## config.mk

```make
export PLATFORM = sky130hd
export DESIGN_NAME = branch_pc_unit_flat
export DESIGN_NICKNAME = d
export VERILOG_FILES = /design/src/rtl/branch_pc_if.sv /design/src/rtl/branch_pc_unit.sv /design/src/flat_wrapper.sv
export SDC_FILE = /design/constraint.sdc
export NUM_CORES = 1
export LEC_CHECK = 0
export ABC_AREA = 1
export CAP_MARGIN = 20
export CORE_ASPECT_RATIO = 1.1
export CORE_MARGIN = 2
export CORE_UTILIZATION = 56
export CTS_CLUSTER_SIZE = 10
export DETAILED_ROUTE_END_ITERATION = 8
export PLACE_DENSITY = 0.86
export SLEW_MARGIN = 20
export SYNTH_ARGS = -nofsm -noshare
export SYNTH_HDL_FRONTEND = slang
export SYNTH_SLANG_ARGS = --single-unit
```

## constraint.sdc

```tcl
create_clock -name clk -period 3.5 [get_ports clk]
set_input_delay 0.875 -clock clk [delete_from_list [all_inputs] [get_ports clk]]
set_output_delay 0.875 -clock clk [all_outputs]
set_load 0.01 [all_outputs]
```

## src/rtl/branch_pc_if.sv

```systemverilog
`default_nettype none
// +----------------------------------------------------------------------------+
// | branch_pc_if : request/response bundle between the issuing stage and the   |
// |                branch_pc_unit.          Revision: 1.0                       |
// +----------------------------------------------------------------------------+
interface branch_pc_if;
  logic        start;
  logic [2:0]  br_op;
  logic [31:0] offset;
  logic [25:0] instr_index;
  logic [31:0] rs_val;
  logic [31:0] rt_val;
  logic [31:0] pc;
  logic        busy;
  logic        done;
  logic        taken;
  logic        link_we;
  logic [31:0] link_addr;
  logic        misalign;

  modport master (
    output start, br_op, offset, instr_index, rs_val, rt_val,
    input  pc, busy, done, taken, link_we, link_addr, misalign
  );

  modport slave (
    input  start, br_op, offset, instr_index, rs_val, rt_val,
    output pc, busy, done, taken, link_we, link_addr, misalign
  );
endinterface
`default_nettype wire

```

## src/rtl/branch_pc_unit.sv

```systemverilog
`default_nettype none
// +----------------------------------------------------------------------------+
// | branch_pc_unit : four-state next-PC resolver for seq/branch/jump ops.      |
// |                  Revision: 1.0                                             |
// +----------------------------------------------------------------------------+
module branch_pc_unit #(
  parameter logic [31:0] RESET_PC = 32'h0040_0000
) (
  input logic        clk,
  input logic        rst_n,
  branch_pc_if.slave bus
);

  localparam logic [2:0] c_OP_BEQ  = 3'b001;
  localparam logic [2:0] c_OP_BNE  = 3'b010;
  localparam logic [2:0] c_OP_BGEZ = 3'b011;
  localparam logic [2:0] c_OP_J    = 3'b100;
  localparam logic [2:0] c_OP_JAL  = 3'b101;
  localparam logic [2:0] c_OP_JR   = 3'b110;

  typedef enum logic [1:0] {
    IDLE   = 2'd0,
    CALC   = 2'd1,
    EVAL   = 2'd2,
    COMMIT = 2'd3
  } state_t;

  state_t r_state;
  state_t w_state_nxt;
  logic   w_accept;
  logic   w_calc;
  logic   w_eval;
  logic   w_commit;

  logic [2:0]  r_op;
  logic [31:0] r_off;
  logic [25:0] r_idx;
  logic [31:0] r_rs;
  logic [31:0] r_rt;
  logic [31:0] r_pc4;
  logic [31:0] r_btgt;
  logic [31:0] r_next;
  logic        r_sel_taken;
  logic        r_sel_link;
  logic        r_sel_mis;
  logic [31:0] r_pc;
  logic        r_busy;
  logic        r_done;
  logic        r_taken;
  logic        r_link_we;
  logic [31:0] r_link_addr;
  logic        r_misalign;

  logic [31:0] w_next;
  logic        w_taken;
  logic        w_link;
  logic        w_mis;

  always_ff @(posedge clk or negedge rst_n) begin
    if (!rst_n) r_state <= IDLE;
    else        r_state <= w_state_nxt;
  end

  always_comb begin
    w_state_nxt = r_state;
    w_accept    = 1'b0;
    w_calc      = 1'b0;
    w_eval      = 1'b0;
    w_commit    = 1'b0;
    case (r_state)
      IDLE: begin
        if (bus.start) begin
          w_accept    = 1'b1;
          w_state_nxt = CALC;
        end
      end
      CALC: begin
        w_calc      = 1'b1;
        w_state_nxt = EVAL;
      end
      EVAL: begin
        w_eval      = 1'b1;
        w_state_nxt = COMMIT;
      end
      COMMIT: begin
        w_commit    = 1'b1;
        w_state_nxt = IDLE;
      end
      default: w_state_nxt = IDLE;
    endcase
  end

  // Target selection from the latched operands; a misaligned jr falls through.
  always_comb begin
    w_next  = r_pc4;
    w_taken = 1'b0;
    w_link  = 1'b0;
    w_mis   = 1'b0;
    case (r_op)
      c_OP_BEQ:  if (r_rs == r_rt) begin w_next = r_btgt; w_taken = 1'b1; end
      c_OP_BNE:  if (r_rs != r_rt) begin w_next = r_btgt; w_taken = 1'b1; end
      c_OP_BGEZ: if (!r_rs[31])    begin w_next = r_btgt; w_taken = 1'b1; end
      c_OP_J: begin
        w_next  = {r_pc4[31:28], r_idx, 2'b00};
        w_taken = 1'b1;
      end
      c_OP_JAL: begin
        w_next  = {r_pc4[31:28], r_idx, 2'b00};
        w_taken = 1'b1;
        w_link  = 1'b1;
      end
      c_OP_JR: begin
        if (r_rs[1:0] != 2'b00) begin
          w_mis = 1'b1;
        end else begin
          w_next  = r_rs;
          w_taken = 1'b1;
        end
      end
      default: w_next = r_pc4;
    endcase
  end

  always_ff @(posedge clk or negedge rst_n) begin
    if (!rst_n) begin
      r_op        <= 3'd0;
      r_off       <= 32'd0;
      r_idx       <= 26'd0;
      r_rs        <= 32'd0;
      r_rt        <= 32'd0;
      r_pc4       <= 32'd0;
      r_btgt      <= 32'd0;
      r_next      <= 32'd0;
      r_sel_taken <= 1'b0;
      r_sel_link  <= 1'b0;
      r_sel_mis   <= 1'b0;
      r_pc        <= RESET_PC;
      r_busy      <= 1'b0;
      r_done      <= 1'b0;
      r_taken     <= 1'b0;
      r_link_we   <= 1'b0;
      r_link_addr <= 32'd0;
      r_misalign  <= 1'b0;
    end else begin
      r_done     <= 1'b0;
      r_taken    <= 1'b0;
      r_link_we  <= 1'b0;
      r_misalign <= 1'b0;

      if (w_accept) begin
        r_op  <= bus.br_op;
        r_off <= bus.offset;
        r_idx <= bus.instr_index;
        r_rs  <= bus.rs_val;
        r_rt  <= bus.rt_val;
      end

      if (w_calc) begin
        r_pc4  <= r_pc + 32'd4;
        r_btgt <= r_pc + 32'd4 + r_off;
      end

      if (w_eval) begin
        r_next      <= w_next;
        r_sel_taken <= w_taken;
        r_sel_link  <= w_link;
        r_sel_mis   <= w_mis;
      end

      // Leaving COMMIT loads pc; the result flags are visible the cycle after.
      if (w_commit) begin
        r_pc        <= r_next;
        r_done      <= 1'b1;
        r_taken     <= r_sel_taken;
        r_link_we   <= r_sel_link;
        r_misalign  <= r_sel_mis;
        r_link_addr <= r_pc4;
      end

      // Busy spans from the cycle after acceptance through the done cycle.
      if (w_accept)    r_busy <= 1'b1;
      else if (r_done) r_busy <= 1'b0;
    end
  end

  assign bus.pc        = r_pc;
  assign bus.busy      = r_busy;
  assign bus.done      = r_done;
  assign bus.taken     = r_taken;
  assign bus.link_we   = r_link_we;
  assign bus.link_addr = r_link_addr;
  assign bus.misalign  = r_misalign;

endmodule
`default_nettype wire

```

## src/flat_wrapper.sv

```systemverilog
// flat-port wrapper written by rule: the top's interface ports become plain ports
module branch_pc_unit_flat 
#(
  parameter logic [31:0] RESET_PC = 32'h0040_0000
)
  (clk, rst_n, bus_start, bus_br_op, bus_offset, bus_instr_index, bus_rs_val, bus_rt_val, bus_pc, bus_busy, bus_done, bus_taken, bus_link_we, bus_link_addr, bus_misalign);
  branch_pc_if bus_i ();
  input logic clk;
  input logic rst_n;
  input wire logic [$bits(bus_i.start)-1:0] bus_start;
  input wire logic [$bits(bus_i.br_op)-1:0] bus_br_op;
  input wire logic [$bits(bus_i.offset)-1:0] bus_offset;
  input wire logic [$bits(bus_i.instr_index)-1:0] bus_instr_index;
  input wire logic [$bits(bus_i.rs_val)-1:0] bus_rs_val;
  input wire logic [$bits(bus_i.rt_val)-1:0] bus_rt_val;
  output wire logic [$bits(bus_i.pc)-1:0] bus_pc;
  output wire logic [$bits(bus_i.busy)-1:0] bus_busy;
  output wire logic [$bits(bus_i.done)-1:0] bus_done;
  output wire logic [$bits(bus_i.taken)-1:0] bus_taken;
  output wire logic [$bits(bus_i.link_we)-1:0] bus_link_we;
  output wire logic [$bits(bus_i.link_addr)-1:0] bus_link_addr;
  output wire logic [$bits(bus_i.misalign)-1:0] bus_misalign;
  assign bus_i.start = bus_start;
  assign bus_i.br_op = bus_br_op;
  assign bus_i.offset = bus_offset;
  assign bus_i.instr_index = bus_instr_index;
  assign bus_i.rs_val = bus_rs_val;
  assign bus_i.rt_val = bus_rt_val;
  assign bus_pc = bus_i.pc;
  assign bus_busy = bus_i.busy;
  assign bus_done = bus_i.done;
  assign bus_taken = bus_i.taken;
  assign bus_link_we = bus_i.link_we;
  assign bus_link_addr = bus_i.link_addr;
  assign bus_misalign = bus_i.misalign;
  branch_pc_unit #(.RESET_PC(RESET_PC)) u_core (.clk(clk), .rst_n(rst_n), .bus(bus_i));
endmodule
```

* Yosys cells after proc, flatten, opt, wreduce, memory -nomap -nowiden
Index checks and enable logic that the tools add are counted.
Cells by class: $add $sub $neg 2, eq/ne operators 12, multiplexer cells 26, reductions and logical operators 4
Operators by type and width (number):
- $pmux 32 s5 | 1
- $mux 32 | 4
- $add 32x3->32 const B | 1
- $add 32x32->32 | 1
- $eq 32x32->1 | 1
- $ne 32x32->1 | 1
- $mux 1 | 18
- $eq 3x3->1 const B | 3
- $pmux 2 s4 | 1
- $eq 3x2->1 const B | 2
- $pmux 1 s5 | 1
- $eq 2x2->1 const B | 2
- $reduce_bool 2->1 | 2
- $eq 3x1->1 const B | 1
- $eq 2x1->1 const B | 1
- $logic_not 2->1 | 1
- $mux 2 | 1
- $ne 2x2->1 const B | 1
- $reduce_or 2->1 | 1
Storage, ports and cells: register bits after elaboration 295, input bits 128, output and inout port bits 69, word-level logic and storage cells 63

* Depth between registers and ports, before layout
depth in word-level cells 3, gate-level depth with buffers 20

* Worst setup path after synthesis
No wires, ideal clock.
path kind reg2reg, start point register u_core.r_pc[2] (netlist: u_core.bus.pc[2]), end point register u_core.r_btgt[30], library setup time 0.127 ns, data arrival time 2.594 ns, path slack 0.779 ns, stages on the path, launching flop included 19, buffers on the path 0, period minus slack after synthesis 2.721 ns, path through dfrtp_1 -> ha_1 -> nand3_1 -> nor2_1 -> nand2_1 -> nor4b_2 -> nand2_1 -> nand2_1 -> inv_1 -> ha_1 -> nand2_1 -> nor2_1 -> inv_1 -> nor4_1 -> nand3_1 -> nand2_1 -> nand2_1 -> nand3_1 -> o21ai_1
Between the ends: word-level cells in the longest chain between the ends 2
Ends and longest elaborated chain:
- start, declared | RTL line branch_pc_unit.sv:46 | logic [31:0] r_pc;
- start signal, assigned | RTL line branch_pc_unit.sv:172 | r_pc <= r_next;
- $add 32x3->32 | RTL line branch_pc_unit.sv:160 | r_btgt <= r_pc + 32'd4 + r_off;
- $add 32x32->32 | RTL line branch_pc_unit.sv:160
- end signal, assigned | RTL line branch_pc_unit.sv:160
- end, declared | RTL line branch_pc_unit.sv:41 | logic [31:0] r_btgt;
Every way passes these cells. A chain may end at the register's enable or synchronous reset.

* Worst setup path after layout
Ends and elaborated chain as after synthesis.

==> results_dict.tcl <==
set metrics [dict create \
    timing.critical_path.cells "inv_2, nor3_4, nand3_2, nor2_1, nand4_1, xor2_2, inv_1, ha_2, nand2_1, nor2_1, inv_1, o21ai_0, a21oi_1, nand2_1, nand2_1, nand3_1, o21ai_1" \
    synthesis.area_per_instance_um2 8.450 \
    n_fill_cell 2024 \
    synth_area_leader_cell "sky130_fd_sc_hd__dfrtp_1" \
    num_rows 63 \
    fin_worst_skew_ns 0.02226 \
    first_global_vias 13837 \
    grt_most_used_layer "met2" \
    share_clk_of_total_power 0.177 \
    clock_pin_transition_on_the_worst_setup_and_hold_timing_paths_ns 0.06 \
    required_ns 3.86 \
    grt_util_met3 0.05983 \
    critical_path.slowest_cell "sky130_fd_sc_hd__ha_2" \
    p_int_w 0.01067 \
    route.vias.total 13797 \
    kind_of_cell_adding_the_most_delay_to_the_critical_path "simple AND/OR/NAND/NOR gates" \
    synth_cell_types 49 \
    cts_tree "yes" \
    antenna_violations_before_repair 1 \
    critical_path.n_buffers_inverters 3 \
    ctsLongestPathBuffers 3 \
    synthesis.nets 1990 \
    synth_top_cells_by_area "sky130_fd_sc_hd__dfrtp_1 (48%), sky130_fd_sc_hd__nand2_1 (12%), sky130_fd_sc_hd__mux2_2 (7.8%), sky130_fd_sc_hd__inv_1 (4.5%), sky130_fd_sc_hd__a21oi_1 (3.6%)" \
    path_max_fanout 7 \
    rsz0062_at_grt "false" \
    met1_usage_in_global_routing 0.4528 \
    io-pin-count 197 \
    outcome "complete, no violations" \
    initial_utilization 0.5694 \
    drive_above_1_share 0.1285 \
    power.density_cell_area_nw_per_um2 990.9 \
    depth_of_the_critical_timing_path_with_buffers_and_inverters_included 17 \
    netSwitchingPower_w 0.008307 \
    drt.antenna.violating_nets 0 \
    core_um2 27040 \
    grt_pass1_wl_um 77500 \
    design.die.area_um2 28840 \
    hold_path.class "primary input to asynchronous set/reset pin" \
    cp-end-kind "flop" \
    finalHoldViolations 0 \
    yosys_most_used_dff "sky130_fd_sc_hd__dfrtp_1" \
    post_drt_wl_per_cell_um 21.02 \
    period_needed_ns 3.365 \
    cts_max_level 2 \
    max_slew_margin 0.2559 \
    synthArstFlopShare 1.000 \
    critical-path-top-cell-by-count "sky130_fd_sc_hd__nand2_1" \
    yosys.cell_count.top_type "sky130_fd_sc_hd__nand2_1" \
    finalInstanceArea_um2 19150 \
    peakVddDrop_mv 0.5704 \
    total_routed_wirelength_um 50710 \
    portBuffers 196 \
    globalRouteTotalUtil 0.3567 \
    post-synth-top-area-fraction 0.4779 \
    postSynthRegisterBits 295 \
    post_dp_cell_area_um2 17960 \
    cellLeakagePower_nw 9.286 \
    maxCapViolations 0 \
    worst_skew_late_latency_ns 0.52 \
    post_synth_inst_count 1822 \
    layout_worst_path_cycle_share 0.9614 \
    dr.pass1.iters 8 \
    criticalPathCategory "flop to flop" \
    hpwl_um 38180 \
    hold-worst-slack_ns 0.3869 \
    finish.net_count 2210 \
    setup_viol 0 \
    combPwrFrac 0.489 \
    numClockSinks 295 \
    clk_tree_root_cell "sky130_fd_sc_hd__clkbuf_16" \
    die-height_um 177.9 \
    drt_iter0_markers 1430 \
    post_synth_instance_area_um2 15400 \
    reg2regPathDepth 17 \
    worst_slew_pin_slew_ns 1.116 \
    gpl.final_weighted_congestion 0.9568 \
    critical_path_arrival_ns 3.73 \
    achievable-frequency_ghz 0.2972 \
    area_delta_synth_final_pct 24.38 \
    cts-buffers-inserted 36 \
    number_of_warnings_printed_during_yosys_synthesis 0 \
    die_x_um 162.1 \
    slew_violations 0 \
    power_frac_seq 0.333 \
    largest_net_degree_at_the_start_of_global_routing 91 \
    drc_errors 0 \
    use_met2 0.5991 \
    critPathMaxStageDelay_ns 0.46 \
    globalRouteOverflowTotal 0 \
    p_sw_frac 0.4378 \
    cp-start-kind "flop" \
    fraction_of_the_yosys_area_taken_by_sequential_cells 0.4796 \
    netlist_top_cells_count "sky130_fd_sc_hd__nand2_1 (507), sky130_fd_sc_hd__dfrtp_1 (294), sky130_fd_sc_hd__inv_1 (183)" \
    synth-edff-count 0 \
    routed_via_density 5.720 \
]
[layer usage]
metal	part of all wire	wire, µm
met1	0.39	19930
met2	0.48	24490
met3	0.074	3734
met4	0.050	2549
met5	0	0
[state kept, by name, indices dropped and copies added, names as in the netlist, 32 cells and up]
register / count
u_core.bus.link_addr: 32
u_core.bus.pc: 32
u_core.r_btgt: 32
u_core.r_next: 32
u_core.r_off: 32
u_core.r_pc4: 32
u_core.r_rs: 32
u_core.r_rt: 32
[metrics by stage]
stage          utilization  instances  worst slack [ns]  power, W  TNS [ns]
2_1_floorplan            -       1822            0.7792   0.01173         0
3_3_place_gp        0.6643       2356           -0.2325   0.01500    -1.116
3_5_place_dp        0.6643       2356           -0.1556   0.01529   -0.7189
4_1_cts             0.7031       2406           0.03433   0.01879         0
5_1_grt             0.7082       2411          0.004508   0.02014         0
6_report            0.7083       2412            0.1350   0.01897         0
[cell families (layout without fill, tap and decap cells)]
kind of cell / after synthesis / after routing / share of synthesized area
compound gates: 276 / 276 / 0.1013
xor+xnor: 43 / 43 / 0.02446
fa+ha+maj: 40 / 40 / 0.03299
buf+inv: 256 / 488 / 0.06550
flops: 295 / 295 / 0.4796
mux: 107 / 107 / 0.07826
other cells: 0 / 1 / 0
simple gates: 805 / 805 / 0.2179
[repair_timing]
| item | in CTS | in global routing |
|---|---|---|
| resized for setup | 2 | 24 |
| hold buffers | 0 | 0 |
| setup endpoints to repair | 6 | 17 |
| buffers inserted | 0 | 5 |
| gates cloned | 0 | 0 |
| pin swaps | 0 | 3 |
[area by class of cell]
type / count / area, µm² / share of cell area
Clock buffer: 47 / 1005 / 0.05247
Timing Repair Buffer: 247 / 2425 / 0.1266
Clock inverter: 3 / 30.03 / 0.001568
Tap cell: 357 / 446.7 / 0.02333
Inverter: 191 / 716.9 / 0.03744
Sequential cell: 295 / 7385 / 0.3856
Multi-Input combinational cell: 1271 / 7139 / 0.3728
Antenna cell: 1 / 2.502 / 0.0001307
[path summary, 6_finish.rpt]
check	start	to	slack, ns
max in group asynchronous	rst_n	u_core.r_off[19]	2.26
max	u_core.bus.pc[2]	u_core.r_btgt[30]	0.13
min in group clk	u_core.r_sel_taken	u_core.bus.taken	0.47
max reg2reg	u_core.bus.pc[2]	u_core.r_btgt[30]	0.13
min	rst_n	u_core.r_btgt[12]	0.39
min reg2reg	u_core.r_sel_taken	u_core.bus.taken	0.47
[power groups by stage]
| stage | Sequential (W) | Clock, W | Combinational [W] |
|---|---|---|---|
| after floorplan | 0.00596 | 0 | 0.00577 |
| after global placement | 0.00621 | 0 | 0.00879 |
| after detailed placement | 0.00628 | 0 | 0.00901 |
| after CTS | 0.00626 | 0.00340 | 0.00913 |
| after global routing | 0.00645 | 0.00353 | 0.0102 |
| final | 0.00632 | 0.00337 | 0.00929 |
[cell usage in the layout, fill, tap and decap left out, drive strengths merged, types with 52 or more instances in the layout]
master         count
a21oi            110
nor2             150
mux2             107
inv              191
o21ai             92
nand2            513
buf               52
dfrtp            294
nand3             82
clkdlybuf4s50    195
[worst reg2reg max path: cells and delay by family, from the launching register on]
kind	cells	cell delay (ns)
AND/OR/NAND/NOR	9	1.19
AO/OA/AOI/OAI	3	0.51
adder cells (fa/ha/maj)	1	0.46
flip-flops	1	0.41
buffers and inverters	3	0.37
XOR/XNOR	1	0.28
No activity file was read; power rests on OpenSTA's default activity.
